[src/rtl/instruction_fetch.sv]
// Fetch stage: owns the PC, drives the instruction memory read address and
// loads the IF/ID pipeline register. Stall, branch redirect/flush and a
// small run-control FSM (IDLE/RUN/HALT) decide what happens on each edge.
//
// state  | meaning
// -------+----------------------------------------------------------
// S_IDLE | waiting for start; pc and IF/ID hold their reset values
// S_RUN  | fetching one word per cycle, honouring stall and branches
// S_HALT | stopped; IF/ID bubbled once, then everything holds until reset
module instruction_fetch #(
    parameter logic [31:0] RESET_PC   = 32'h0000_0000,
    parameter int          IMEM_WORDS = 64,
    parameter logic [31:0] NOP_INSTR  = 32'h0000_0000
) (
    input  logic        clk,
    input  logic        reset_n,
    input  logic        start,
    input  logic        halt_req,
    input  logic        stall,
    input  logic        branch_taken,
    input  logic [31:0] branch_target,
    input  logic [31:0] imem_instr,
    output logic [31:0] imem_addr,
    output logic [31:0] if_id_pc,
    output logic [31:0] if_id_instr,
    output logic        if_id_valid,
    output logic [1:0]  fetch_state,
    output logic        fetch_err
);

    typedef enum logic [1:0] {
        S_IDLE = 2'b00,
        S_RUN  = 2'b01,
        S_HALT = 2'b10
    } state_t;

    // Byte address of the final memory word; fetching it ends the run.
    localparam logic [31:0] LAST_PC = 32'(4 * (IMEM_WORDS - 1));

    state_t      state;
    logic [31:0] pc;
    logic        target_misaligned;
    logic        at_last_word;

    // The memory address comes straight from the pc register, so stall and
    // branch inputs never reach imem_addr combinationally.
    assign imem_addr   = pc;
    assign fetch_state = state;

    // Decode helpers for the RUN-state priority chain.
    assign target_misaligned = (branch_target[1:0] != 2'b00);
    assign at_last_word      = (pc == LAST_PC);

    // Run-control FSM together with the PC and IF/ID registers.
    always_ff @(posedge clk or negedge reset_n) begin
        if (!reset_n) begin
            state       <= S_IDLE;
            pc          <= RESET_PC;
            if_id_pc    <= 32'h0000_0000;
            if_id_instr <= NOP_INSTR;
            if_id_valid <= 1'b0;
            fetch_err   <= 1'b0;
        end else begin
            case (state)
                S_IDLE: begin
                    // halt_req wins over start; nothing else is looked at here
                    if (halt_req) begin
                        state <= S_HALT;
                    end else if (start) begin
                        state <= S_RUN;
                    end
                end

                S_RUN: begin
                    if (halt_req) begin
                        if_id_pc    <= pc;
                        if_id_instr <= NOP_INSTR;
                        if_id_valid <= 1'b0;
                        state       <= S_HALT;
                    end else if (branch_taken && target_misaligned) begin
                        // A misaligned redirect is fatal: keep pc, flag it, stop.
                        if_id_pc    <= pc;
                        if_id_instr <= NOP_INSTR;
                        if_id_valid <= 1'b0;
                        fetch_err   <= 1'b1;
                        state       <= S_HALT;
                    end else if (branch_taken) begin
                        // Redirect beats stall; the wrong-path word is flushed.
                        if_id_pc    <= pc;
                        if_id_instr <= NOP_INSTR;
                        if_id_valid <= 1'b0;
                        pc          <= branch_target;
                    end else if (!stall) begin
                        if_id_pc    <= pc;
                        if_id_instr <= imem_instr;
                        if_id_valid <= 1'b1;
                        // No wrap-around: the last word is delivered, then we stop.
                        if (at_last_word) begin
                            state <= S_HALT;
                        end else begin
                            pc <= pc + 32'd4;
                        end
                    end
                end

                S_HALT: begin
                    // Bubble once if a real instruction is still held, then freeze.
                    if (if_id_valid) begin
                        if_id_pc    <= pc;
                        if_id_instr <= NOP_INSTR;
                        if_id_valid <= 1'b0;
                    end
                end

                default: begin
                    state <= S_HALT;
                end
            endcase
        end
    end

endmodule

[config.mk]
export PLATFORM = sky130hd
export DESIGN_NAME = instruction_fetch
export DESIGN_NICKNAME = d
export VERILOG_FILES = /design/src/rtl/instruction_fetch.sv
export SDC_FILE = /design/constraint.sdc
export NUM_CORES = 1
export LEC_CHECK = 0
export CAP_MARGIN = 20
export CORE_MARGIN = 3
export CORE_UTILIZATION = 29
export DETAILED_ROUTE_END_ITERATION = 16
export PLACE_DENSITY = 0.61
export SLEW_MARGIN = 25
export SYNTH_ARGS = -nofsm -noshare
export SYNTH_HDL_FRONTEND = slang
export SYNTH_SLANG_ARGS = --single-unit
[constraint.sdc]
create_clock -name clk -period 5.1 [get_ports clk]
set_input_delay 1.02 -clock clk [delete_from_list [all_inputs] [get_ports clk]]
set_output_delay 1.02 -clock clk [all_outputs]
set_load 0.01 [all_outputs]
==> results.toml <==
[cts]
clk_latency_ns = 0.36
cts_tree = "yes"
root_buffer = "clkbuf_16"
cts_sinks = 100
clockBufferDepth = 2
clk_pin_slew_worst_paths_ns = 0.07
htree_levels = 3
numCtsBuffers = 9
holdBufCountCts = 0
cts_resized = 0
cts.repair_timing.setup_buffer_count = 0

[power_and_ir_drop]
pwr-share-seq_pct = 48.6
swShare_pct = 23.9
p_per_area_nw_per_um2 = 239
power.switching_mw = 0.398
clkPwrFrac_pct = 43.7
power_leakage_nw = 2.83
finalPower_mw = 1.67
power_report.internal_total_mw = 1.27
vdd_drop_max_mv = 0.159
combinationalPowerShare_pct = 7.6

[critical_path]
crit_path_end_kind = "register"
cp_cell_sequence = "clkdlybuf4s50_1 -> nor3b_2 -> and2_1 -> o21ai_1 -> or4_1 -> a22o_1"
critPathMaxFanout = 11
crit_path_top_delay_cell = "or4_1"
worst-path-stages = 6
crit_required_ns = 5.35
slowest_delay_ns = 0.59
startpoint_type = "input pin"
arrival_ns = 3.72
critical_path_class = "in -> reg"
critical-path-top-delay-family = "simple AND/OR/NAND/NOR gates"
timing.rr.start = "imem_addr[8]$_DFFE_PN0P_"
rr_endpoint = "imem_addr[21]$_DFFE_PN0P_"
crit_buf_inv = 1
rrSetupSlack_ns = 2.32
r2r_cells = 5

[die]
core_area_um2 = 15900
die_w_um = 134
row_count = 46
ios = 170
start_util_pct = 29.8
dieHeight_um = 134
fp.dieArea_um2 = 18000

[synthesis]
syn-num-nets = 500
ys_types = 63
avgSynthCellArea_um2 = 11.1
synthCells = 429
synth_ff_type = "dfrtp_1"
ys_seq_area_share_pct = 52.6
yosysWarnings = 0
synth_async_sr_flop_share_pct = 100
synth-edff-count = 0
syn_area_um2 = 4760
ys_seq_elements = 100

[grt]
grt_max_degree = 58
grt_first_pass_wirelength_mm = 25.9
grt_pass1_vias = 4512
grt_antenna_before_repair = 0
grt_overflow = 0
grt_use_total_pct = 18.2

[cells_and_area]
syn2layout_area_growth_pct = 46.7
layout_common_cells = "168 x clkdlybuf4s50_1, 100 x dfrtp_1, 35 x nand2_1"
finalInstanceArea_um2 = 6980
antenna_cells = 0
final_nets = 658
drive_gt1_share_pct = 11.0
layout_commonest_cell = "clkdlybuf4s50_1"

[routing]
routed_wl_mm = 16.4
dr.first_iter.drc_count = 267
drc = 0
via_per_inst = 5.43
post_drt_wl_per_cell_um = 20.3
first_pass_iters = 5
vias = 4388
ant_nets = 0

[worst_hold_path]
min_from = "if_id_pc[7]$_DFFE_PN0P_"
hold_end = "if_id_pc[7]$_DFFE_PN0P_"
hold_path_class = "reg -> reg"
whs_path_depth = 2

[placed_design]
gp_congestion = 0.860
numPortBuffers = 169
place_area_um2 = 6660
hpwl_mm = 11.8

[job]
drv_cap = 0

[status]
status = "completed"

[timing]
drv_slew = 0
fin_tns_setup_ns = 0
worst_pin_slew_ns = 0.935
finalCritPeriodShare_pct = 68.2
slew_headroom_pct = 37.3
grt_setup_unrepaired = "no"
max_freq_mhz = 288
setup_violations = 0
min_period_ns = 3.48
finalClockSkew_ns = 0.00285
hold_viol_final = 0
power groups by stage:
| stage | logic [mW] | clock network (mW) | registers, mW |
|---|---|---|---|
| finish | 0.127 | 0.729 | 0.811 |
| CTS | 0.130 | 0.760 | 0.811 |
| floorplan | 0.0220 | 0 | 0.829 |
| detailed placement | 0.129 | 0 | 0.827 |
| global route | 0.138 | 0.791 | 0.812 |
| global placement | 0.128 | 0 | 0.826 |
cells in the mapped netlist (all sizes together) (2+ instances only):
master / count / share of area [%]
dfrtp: 100 / 53
nand2: 35 / 2.8
a22o: 33 / 6.1
mux2: 24 / 5.7
o21ai: 20 / 2.2
nor2: 18 / 1.4
nor3: 17 / 1.8
nand3: 16 / 1.8
clkbuf: 15 / 1.2
buf: 14 / 1.5
nor4: 14 / 3.3
inv: 12 / 0.95
nand4: 8 / 1.4
o311ai: 8 / 1.5
o31ai: 8 / 1.3
and4: 6 / 1.1
a21oi: 5 / 0.53
a311oi: 5 / 0.92
a31oi: 5 / 0.66
a41oi: 5 / 0.92
and2: 5 / 0.66
o22ai: 5 / 0.66
or4: 5 / 0.87
o211ai: 4 / 0.63
a211oi: 3 / 0.47
and3: 3 / 0.39
mux2i: 3 / 0.63
o221a: 3 / 0.71
o31a: 3 / 0.55
o41ai: 3 / 0.55
a311o: 2 / 0.42
nand2b: 2 / 0.26
nor3b: 2 / 0.42
nor4b: 2 / 0.37
o32ai: 2 / 0.37
or3: 2 / 0.26
cell families (layout without fill, tap and decap cells):
logic type / after synthesis / after routing / synth area share (%)
muxes: 27 / 27 / 6.31
DFF: 100 / 100 / 52.6
adders and majority gates: 1 / 1 / 0.263
and+or+nand+nor: 138 / 138 / 17.4
buffers and inverters: 41 / 204 / 3.66
AOI/OAI and AO/OA: 122 / 122 / 19.8
sequential cells by signal, summed over array words and instances, names as in the netlist:
signal and cells:
if_id_valid 1, if_id_instr 32, fetch_err 1, imem_addr 32
if_id_pc 32, fetch_state 2
worst max path at each step:
stage	slack (ns)	to	from
5_1_grt	1.52	imem_addr[20]$_DFFE_PN0P_	halt_req
4_1_cts	1.67	imem_addr[20]$_DFFE_PN0P_	halt_req
3_3_place_gp	1.42	imem_addr[20]$_DFFE_PN0P_	halt_req
3_5_place_dp	1.29	imem_addr[20]$_DFFE_PN0P_	halt_req
2_1_floorplan	2.59	if_id_pc[13]$_DFFE_PN0P_	branch_taken
6_report	1.62	imem_addr[20]$_DFFE_PN0P_	halt_req
per-layer routing:
metal | track usage, % | part of all wire (%) | vias to the layer above
met1 | 24.2 | 44 | 2167
li1 | - | - | 1985
met3 | 5.29 | 7.9 | 15
met4 | 5.20 | 1.3 | 0
met5 | 0 | 0 | -
met2 | 29.1 | 46 | 221
metrics by stage:
| stage | worst slack (ns) | hold slack, ns | util [%] | std cells |
|---|---|---|---|---|
| final | 1.62 | 0.483 | 43.8 | 808 |
| after global routing | 1.52 | 0.505 | 43.8 | 808 |
| after floorplan | 2.59 | 0.513 | - | 429 |
| after global placement | 1.42 | 0.465 | 41.8 | 792 |
| after detailed placement | 1.29 | 0.472 | 41.8 | 792 |
| after CTS | 1.67 | 0.489 | 43.8 | 808 |
final cells by class:
class	count	area (µm²)
fillers	1523	8970
flip-flops and latches	100	2500
multi-input cells	288	2100
clock inverters	7	90.1
repair buffers	176	1740
inverters	12	45.0
well taps	216	270
clock buffers	9	225
worst register-to-register path, stage by stage (launching register included):
cell and delay (ns):
dfrtp_1 0.66, nand4_2 0.30, nor4_4 0.85, nand2_1 0.27, or3_1 0.37, o311ai_1 0.23
Note: power is estimated with default switching activity, not from simulation.
